### src/rtl/seq1010_pkg.sv
// rtl/seq1010_pkg.sv - detector state encoding and next-state function for the shared 1010 detector
package seq1010_pkg;

   typedef enum logic [2:0] {
      S_IDLE = 3'd0,
      S_1    = 3'd1,
      S_10   = 3'd2,
      S_101  = 3'd3,
      S_DET  = 3'd4
   } det_state_t;

   localparam logic [3:0] PATTERN = 4'b1010;

   // Unused encodings fall into the default arm and behave exactly like S_IDLE.
   function automatic det_state_t det_next(input det_state_t s, input logic b);
      det_state_t n;
      case (s)
         S_IDLE:  n = b ? S_1   : S_IDLE;
         S_1:     n = b ? S_1   : S_10;
         S_10:    n = b ? S_101 : S_IDLE;
         S_101:   n = b ? S_1   : S_DET;
         S_DET:   n = b ? S_101 : S_IDLE;
         default: n = b ? S_1   : S_IDLE;
      endcase
      return n;
   endfunction

endpackage

### src/rtl/seq1010_share_ctrl_rr_arbiter.sv
// rtl/seq1010_share_ctrl_rr_arbiter.sv - round-robin one-hot arbiter searching upward from ptr with wrap
module rr_arbiter #(
   parameter int N  = 4,
   parameter int IW = 2
) (
   input  logic [N-1:0]  req,
   input  logic [IW-1:0] ptr,
   output logic [N-1:0]  gnt,
   output logic [IW-1:0] gnt_idx
);

   always_comb begin
      int   v_idx;
      logic v_found;
      v_idx   = 0;
      v_found = 1'b0;
      gnt     = '0;
      gnt_idx = '0;
      for (int k = 0; k < N; k++) begin
         v_idx = int'(ptr) + k;
         if (v_idx >= N) v_idx = v_idx - N;
         if (!v_found && req[v_idx]) begin
            v_found      = 1'b1;
            gnt[v_idx]   = 1'b1;
            gnt_idx      = IW'(v_idx);
         end
      end
   end

endmodule

### src/rtl/seq1010_share_ctrl.sv
// rtl/seq1010_share_ctrl.sv - one 1010 detector time-shared across NCH serial channels
// Per-channel detector state and saturating match counters are saved/restored around each grant.
module seq1010_share_ctrl
   import seq1010_pkg::*;
#(
   parameter int   NCH   = 4,
   parameter int   CNT_W = 8,
   localparam int  CH_W  = (NCH > 1) ? $clog2(NCH) : 1
) (
   input  logic             clk,
   input  logic             reset,
   input  logic             en,
   input  logic [NCH-1:0]   ch_valid,
   input  logic [NCH-1:0]   ch_bit,
   output logic [NCH-1:0]   ch_ready,
   input  logic [NCH-1:0]   ch_clear,
   output logic             det_valid,
   output logic [CH_W-1:0]  det_ch,
   input  logic [CH_W-1:0]  cnt_sel,
   output logic [CNT_W-1:0] cnt_out,
   output logic             busy
);

   logic [2:0]       r_st  [NCH];
   logic [CNT_W-1:0] r_cnt [NCH];
   logic [CH_W-1:0]  r_rr_ptr;
   logic             r_det_valid;
   logic [CH_W-1:0]  r_det_ch;
   logic             r_busy;

   logic [NCH-1:0]   w_elig;
   logic [NCH-1:0]   w_gnt;
   logic [CH_W-1:0]  w_gnt_idx;
   logic             w_accept;
   det_state_t       w_next;
   logic [CH_W-1:0]  w_ptr_next;

   // A channel being cleared sits out arbitration for that cycle.
   assign w_elig = ch_valid & ~ch_clear & {NCH{en}};

   rr_arbiter #(
      .N  (NCH),
      .IW (CH_W)
   ) u_arb (
      .req     (w_elig),
      .ptr     (r_rr_ptr),
      .gnt     (w_gnt),
      .gnt_idx (w_gnt_idx)
   );

   assign ch_ready   = w_gnt;
   assign w_accept   = |w_gnt;
   assign w_next     = det_next(det_state_t'(r_st[w_gnt_idx]), ch_bit[w_gnt_idx]);
   assign w_ptr_next = (w_gnt_idx == CH_W'(NCH - 1)) ? '0 : w_gnt_idx + CH_W'(1);

   always_ff @(posedge clk or negedge reset) begin
      if (!reset) begin
         for (int i = 0; i < NCH; i++) begin
            r_st[i]  <= S_IDLE;
            r_cnt[i] <= '0;
         end
         r_rr_ptr    <= '0;
         r_det_valid <= 1'b0;
         r_det_ch    <= '0;
         r_busy      <= 1'b0;
      end else begin
         r_det_valid <= 1'b0;
         r_busy      <= w_accept;
         if (w_accept) begin
            r_st[w_gnt_idx] <= w_next;
            r_rr_ptr        <= w_ptr_next;
            if (w_next == S_DET) begin
               r_det_valid <= 1'b1;
               r_det_ch    <= w_gnt_idx;
               if (r_cnt[w_gnt_idx] != '1)
                  r_cnt[w_gnt_idx] <= r_cnt[w_gnt_idx] + CNT_W'(1);
            end
         end
         for (int i = 0; i < NCH; i++) begin
            if (ch_clear[i]) begin
               r_st[i]  <= S_IDLE;
               r_cnt[i] <= '0;
            end
         end
      end
   end

   assign det_valid = r_det_valid;
   assign det_ch    = r_det_ch;
   assign busy      = r_busy;
   assign cnt_out   = r_cnt[cnt_sel];

endmodule

### config.mk
export PLATFORM = sky130hd
export DESIGN_NAME = seq1010_share_ctrl
export DESIGN_NICKNAME = d
export VERILOG_FILES = /design/src/rtl/seq1010_pkg.sv /design/src/rtl/seq1010_share_ctrl_rr_arbiter.sv /design/src/rtl/seq1010_share_ctrl.sv
export SDC_FILE = /design/constraint.sdc
export NUM_CORES = 1
export LEC_CHECK = 0
export BUFFER_PORTS_ARGS = -buffer_cell sky130_fd_sc_hd__buf_2
export CAP_MARGIN = 20
export CORE_ASPECT_RATIO = 0.75
export CORE_MARGIN = 4
export CORE_UTILIZATION = 50
export DETAILED_ROUTE_END_ITERATION = 7
export HOLD_SLACK_MARGIN = 0.02
export PLACE_DENSITY = 0.69
export SLEW_MARGIN = 20
export SYNTH_ARGS = -nofsm -noshare
export SYNTH_HDL_FRONTEND = slang
export SYNTH_SLANG_ARGS = --single-unit
### constraint.sdc
create_clock -name clk -period 5.1 [get_ports clk]
set_input_delay 0.765 -clock clk [delete_from_list [all_inputs] [get_ports clk]]
set_output_delay 0.765 -clock clk [all_outputs]
set_load 0.02 [all_outputs]
==> key figures <==
Timing
  – Worst rel slew slack: 0.390
  – Final setup fails: 0
  – Fin. Hold Viols: 0
  – F_max: 207 MHz
  – Clock skew: 0.0104 ns
  – Total negative slack: 0 ns
  – Worst Tran Pin Value: 0.892 ns
  – RSZ-0062 raised after global routing: no
  – Max Slew Vio Count: 0
  – Period utilization: 0.946
  – Final min period: 4.82 ns

Global route
  – Largest net degree at the start of global routing: 47
  – Number of global-route vias before repair: roughly 3600
  – Initial antenna violation count: 0
  – Total grt overflow: 0
  – Gr usage total: 0.252
  – First-pass GRT wire length: 19100 um

Synthesis
  – Synth Flop Type: dfrtp_1
  – Gate Count Post-Synth: 441
  – Syn Area/Cell: 9.03 um^2
  – Post-synth EDFFs: 0
  – Synth unique cells: 67
  – Syn nets: between 400 and 500
  – Adder-cell area share of the yosys netlist: 0.0409
  – Register area share after synthesis: 0.314
  – Simple-Gate Fraction of Synth Area: 0.204
  – Post-Synth XOR/XNOR Area: 0.0264
  – Post-Syn Area: 0.00398 mm^2
  – Post-synthesis mux area share: 0.148
  – Synth warn: 0
  – Largest family of logic cells by synthesized area: compound AO/OA/AOI/OAI gates
  – Synth Area in Compound Gates: 0.223
  – Yosys reg bits: 50
  – Async SR Flop Fraction: 1.00

Floorplan
  – Initial Util: 0.528
  – Core area: 0.00753 mm^2
  – IO Pins: 33
  – Num rows: 27
  – Die area: ~0.0095 mm^2
  – Die Wd: 111 um
  – Die height: 85.3 um

Placed design
  – Placer Congestion: 0.983
  – Dpl cells: 555
  – I/O Buffers: 32
  – DPL Wire Length: 8550 um

Cells and area
  – Area Growth Syn to Fin: 7.70%
  – # diodes: 0
  – Finished Core Util: 0.569
  – Nets: between 400 and 500
  – Layout cells sized above 1: 0.169
  – Fillers: 659
  – Layout Cells excl Fill: 563
  – Register area: 0.00125 mm^2
  – Area of the multi-input gates: 0.00258 mm^2

Clock tree
  – Setup Fix Bufs, Post-CTS: 0
  – # clock sinks: 50
  – Cts hold-fix bufs: 0
  – Clock transition at path regs: 0.10 ns
  – Clock Tree Root: clkbuf_8
  – Cts bufs inserted: 5
  – Clk buf depth: 2
  – CTS tree: built
  – H-tree depth: 2
  – Clock Latency Late Sink: between 0.3 and 0.4 ns

Job
  – Maxcap violations: 0

Power
  – Worst VDD drop: 157 uV
  – Pwr dens: 370 mW/mm^2
  – Leak Pwr: 1.70 nW
  – Power Total: between 0.0015 and 0.002 W

Critical path
  – CP arrival: 4.99 ns
  – CP required: 5.26 ns
  – Critical Path End Type: flip-flop
  – Crit Path Class: flip-flop to flip-flop
  – Critical-path cell list: inv_1, ha_1, and4bb_2, a21oi_2, a21oi_1, a221o_1, nor2_2, buf_4, a21oi_1, ha_2, nand4_1, o21ai_0, o21ai_0, mux2i_1, buf_4, nor2_1, a211oi_1
  – Reg2reg path depth: 17
  – Critical Path Max Stage Delay: 0.54 ns
  – R2R Path End: r_cnt[16]
  – Crit path launch type: flip-flop
  – R2r startpoint: r_rr_ptr[1]
  – Critical path's slowest cell: dfrtp_1
  – Flop2flop setup slack: 0.28 ns
  – CP max FO: 15

Detailed routing
  – DR iter-0 viols: 400
  – Vias post-DR: 3753
  – Wire per inst: 20.9 um
  – Vias per cell: 6.67
  – Initial DRT Pass Iterations: 5
  – Total Routed Length: 11800 um
  – DRC viols: 0
  – Post-detailed-route count of antenna-violating nets: 0

Worst hold path
  – HP Class: primary input to asynchronous set/reset pin

Status
  – Status: completed
[layer usage]
metal  global-route usage  part of all wire
met2                0.381              0.43
met5                    0                 0
met3               0.0620              0.10
met4               0.0541             0.016
met1                0.368              0.45
[worst max path at each step]
stage / start / slack, ns / to
floorplan: r_rr_ptr[0] / 0.42 / r_cnt[4]
global placement: r_rr_ptr[1] / 0.31 / r_cnt[16]
detailed placement: r_rr_ptr[1] / 0.24 / r_cnt[8]
CTS: r_rr_ptr[1] / 0.20 / r_cnt[8]
global route: r_rr_ptr[1] / 0.04 / r_cnt[8]
finish: r_rr_ptr[1] / 0.28 / r_cnt[16]
[critical path: cells and delay by family (launching register included)]
kind | cells | cell delay [ns]
AOI/OAI and AO/OA | 7 | 1.47
and+or+nand+nor | 4 | 1.06
adders and majority gates | 2 | 0.76
buffers and inverters | 3 | 0.71
DFF | 1 | 0.54
muxes | 1 | 0.10
[synthesized netlist by cell type (all sizes together) (3+ instances only)]
cell type   n  area, um^2
a211oi     21         163
o31ai       3        22.5
and3b       3        26.3
o21a        4        30.0
nor3b       4        30.0
mux4        8         180
nand2b      4        25.0
nand2      48         180
dfrtp      50        1250
buf        14        92.6
a21oi      44         224
nand3      17        85.1
o211ai      3        22.5
nand4       9        62.6
ha         13         163
nand3b      4        30.0
nor4b       4        35.0
and3        9        56.3
mux2        7        90.1
nor2b       5        31.3
mux2i      32         320
clkbuf     11        41.3
inv        11        41.3
xnor2       8        70.1
nor2       25        96.4
nor3        4        20.0
a221oi      3        26.3
xor2        4        35.0
o2111ai     5        43.8
o21ai      29         153
and2        3        21.3
nor4bb      4        40.0
[power by group]
group	switching [W]	total, W	internal, W
clock	0.000139	0.000236	0.0000971
sequential	0.0000322	0.000463	0.000431
combinational	0.000584	0.000887	0.000303
total	0.000756	0.00159	0.000832
[sequential cells by signal, summed over array words and instances (netlist names)]
register and cells:
det_valid 1, r_rr_ptr 2, det_ch 2, r_st 12
busy 1, r_cnt 32
[kinds of logic after synthesis]
family / after synthesis
xor gates and xnor gates: 12
AOI/OAI and AO/OA: 131
adders and majority gates: 13
and+or+nand+nor: 152
muxes: 47
DFF: 50
buffers and inverters: 36
[what timing repair did]
item | in CTS | in global routing
endpoints found under the hold margin | 0 | 0
resized for setup | 0 | 4
endpoints found under the setup margin | 0 | 31
[through the flow]
| step | setup slack (ns) | cell area [um^2] | hold WS, ns |
|---|---|---|---|
| 5_1_grt | 0.0426 | 4290 | 0.229 |
| 4_1_cts | 0.204 | 4270 | 0.226 |
| 2_1_floorplan | 0.420 | 3980 | 0.469 |
| 6_report | 0.277 | 4290 | 0.230 |
| 3_5_place_dp | 0.243 | 4190 | 0.498 |
| 3_3_place_gp | 0.310 | 4190 | 0.494 |
[layout by cell type (no fill, tap or decap), types with 10 or more instances in the layout]
cell	netlist	routed
o21ai_0	24	24
nor2_1	24	23
ha_1	13	12
inv_1	10	10
a211oi_1	20	20
nand2_1	48	48
mux2i_1	32	32
nand3_1	17	17
dfrtp_1	50	50
a21oi_1	43	43
buf_2	8	32
[layout make-up]
class                   instances  share of cell area
repair buffers                 38              0.0479
inverters                      11             0.00963
multi-input cells             355               0.601
well taps                     101              0.0295
clock buffers                   6              0.0169
flip-flops and latches         50               0.292
clock inverters                 2             0.00321
Power figures use the tool's default switching activity.
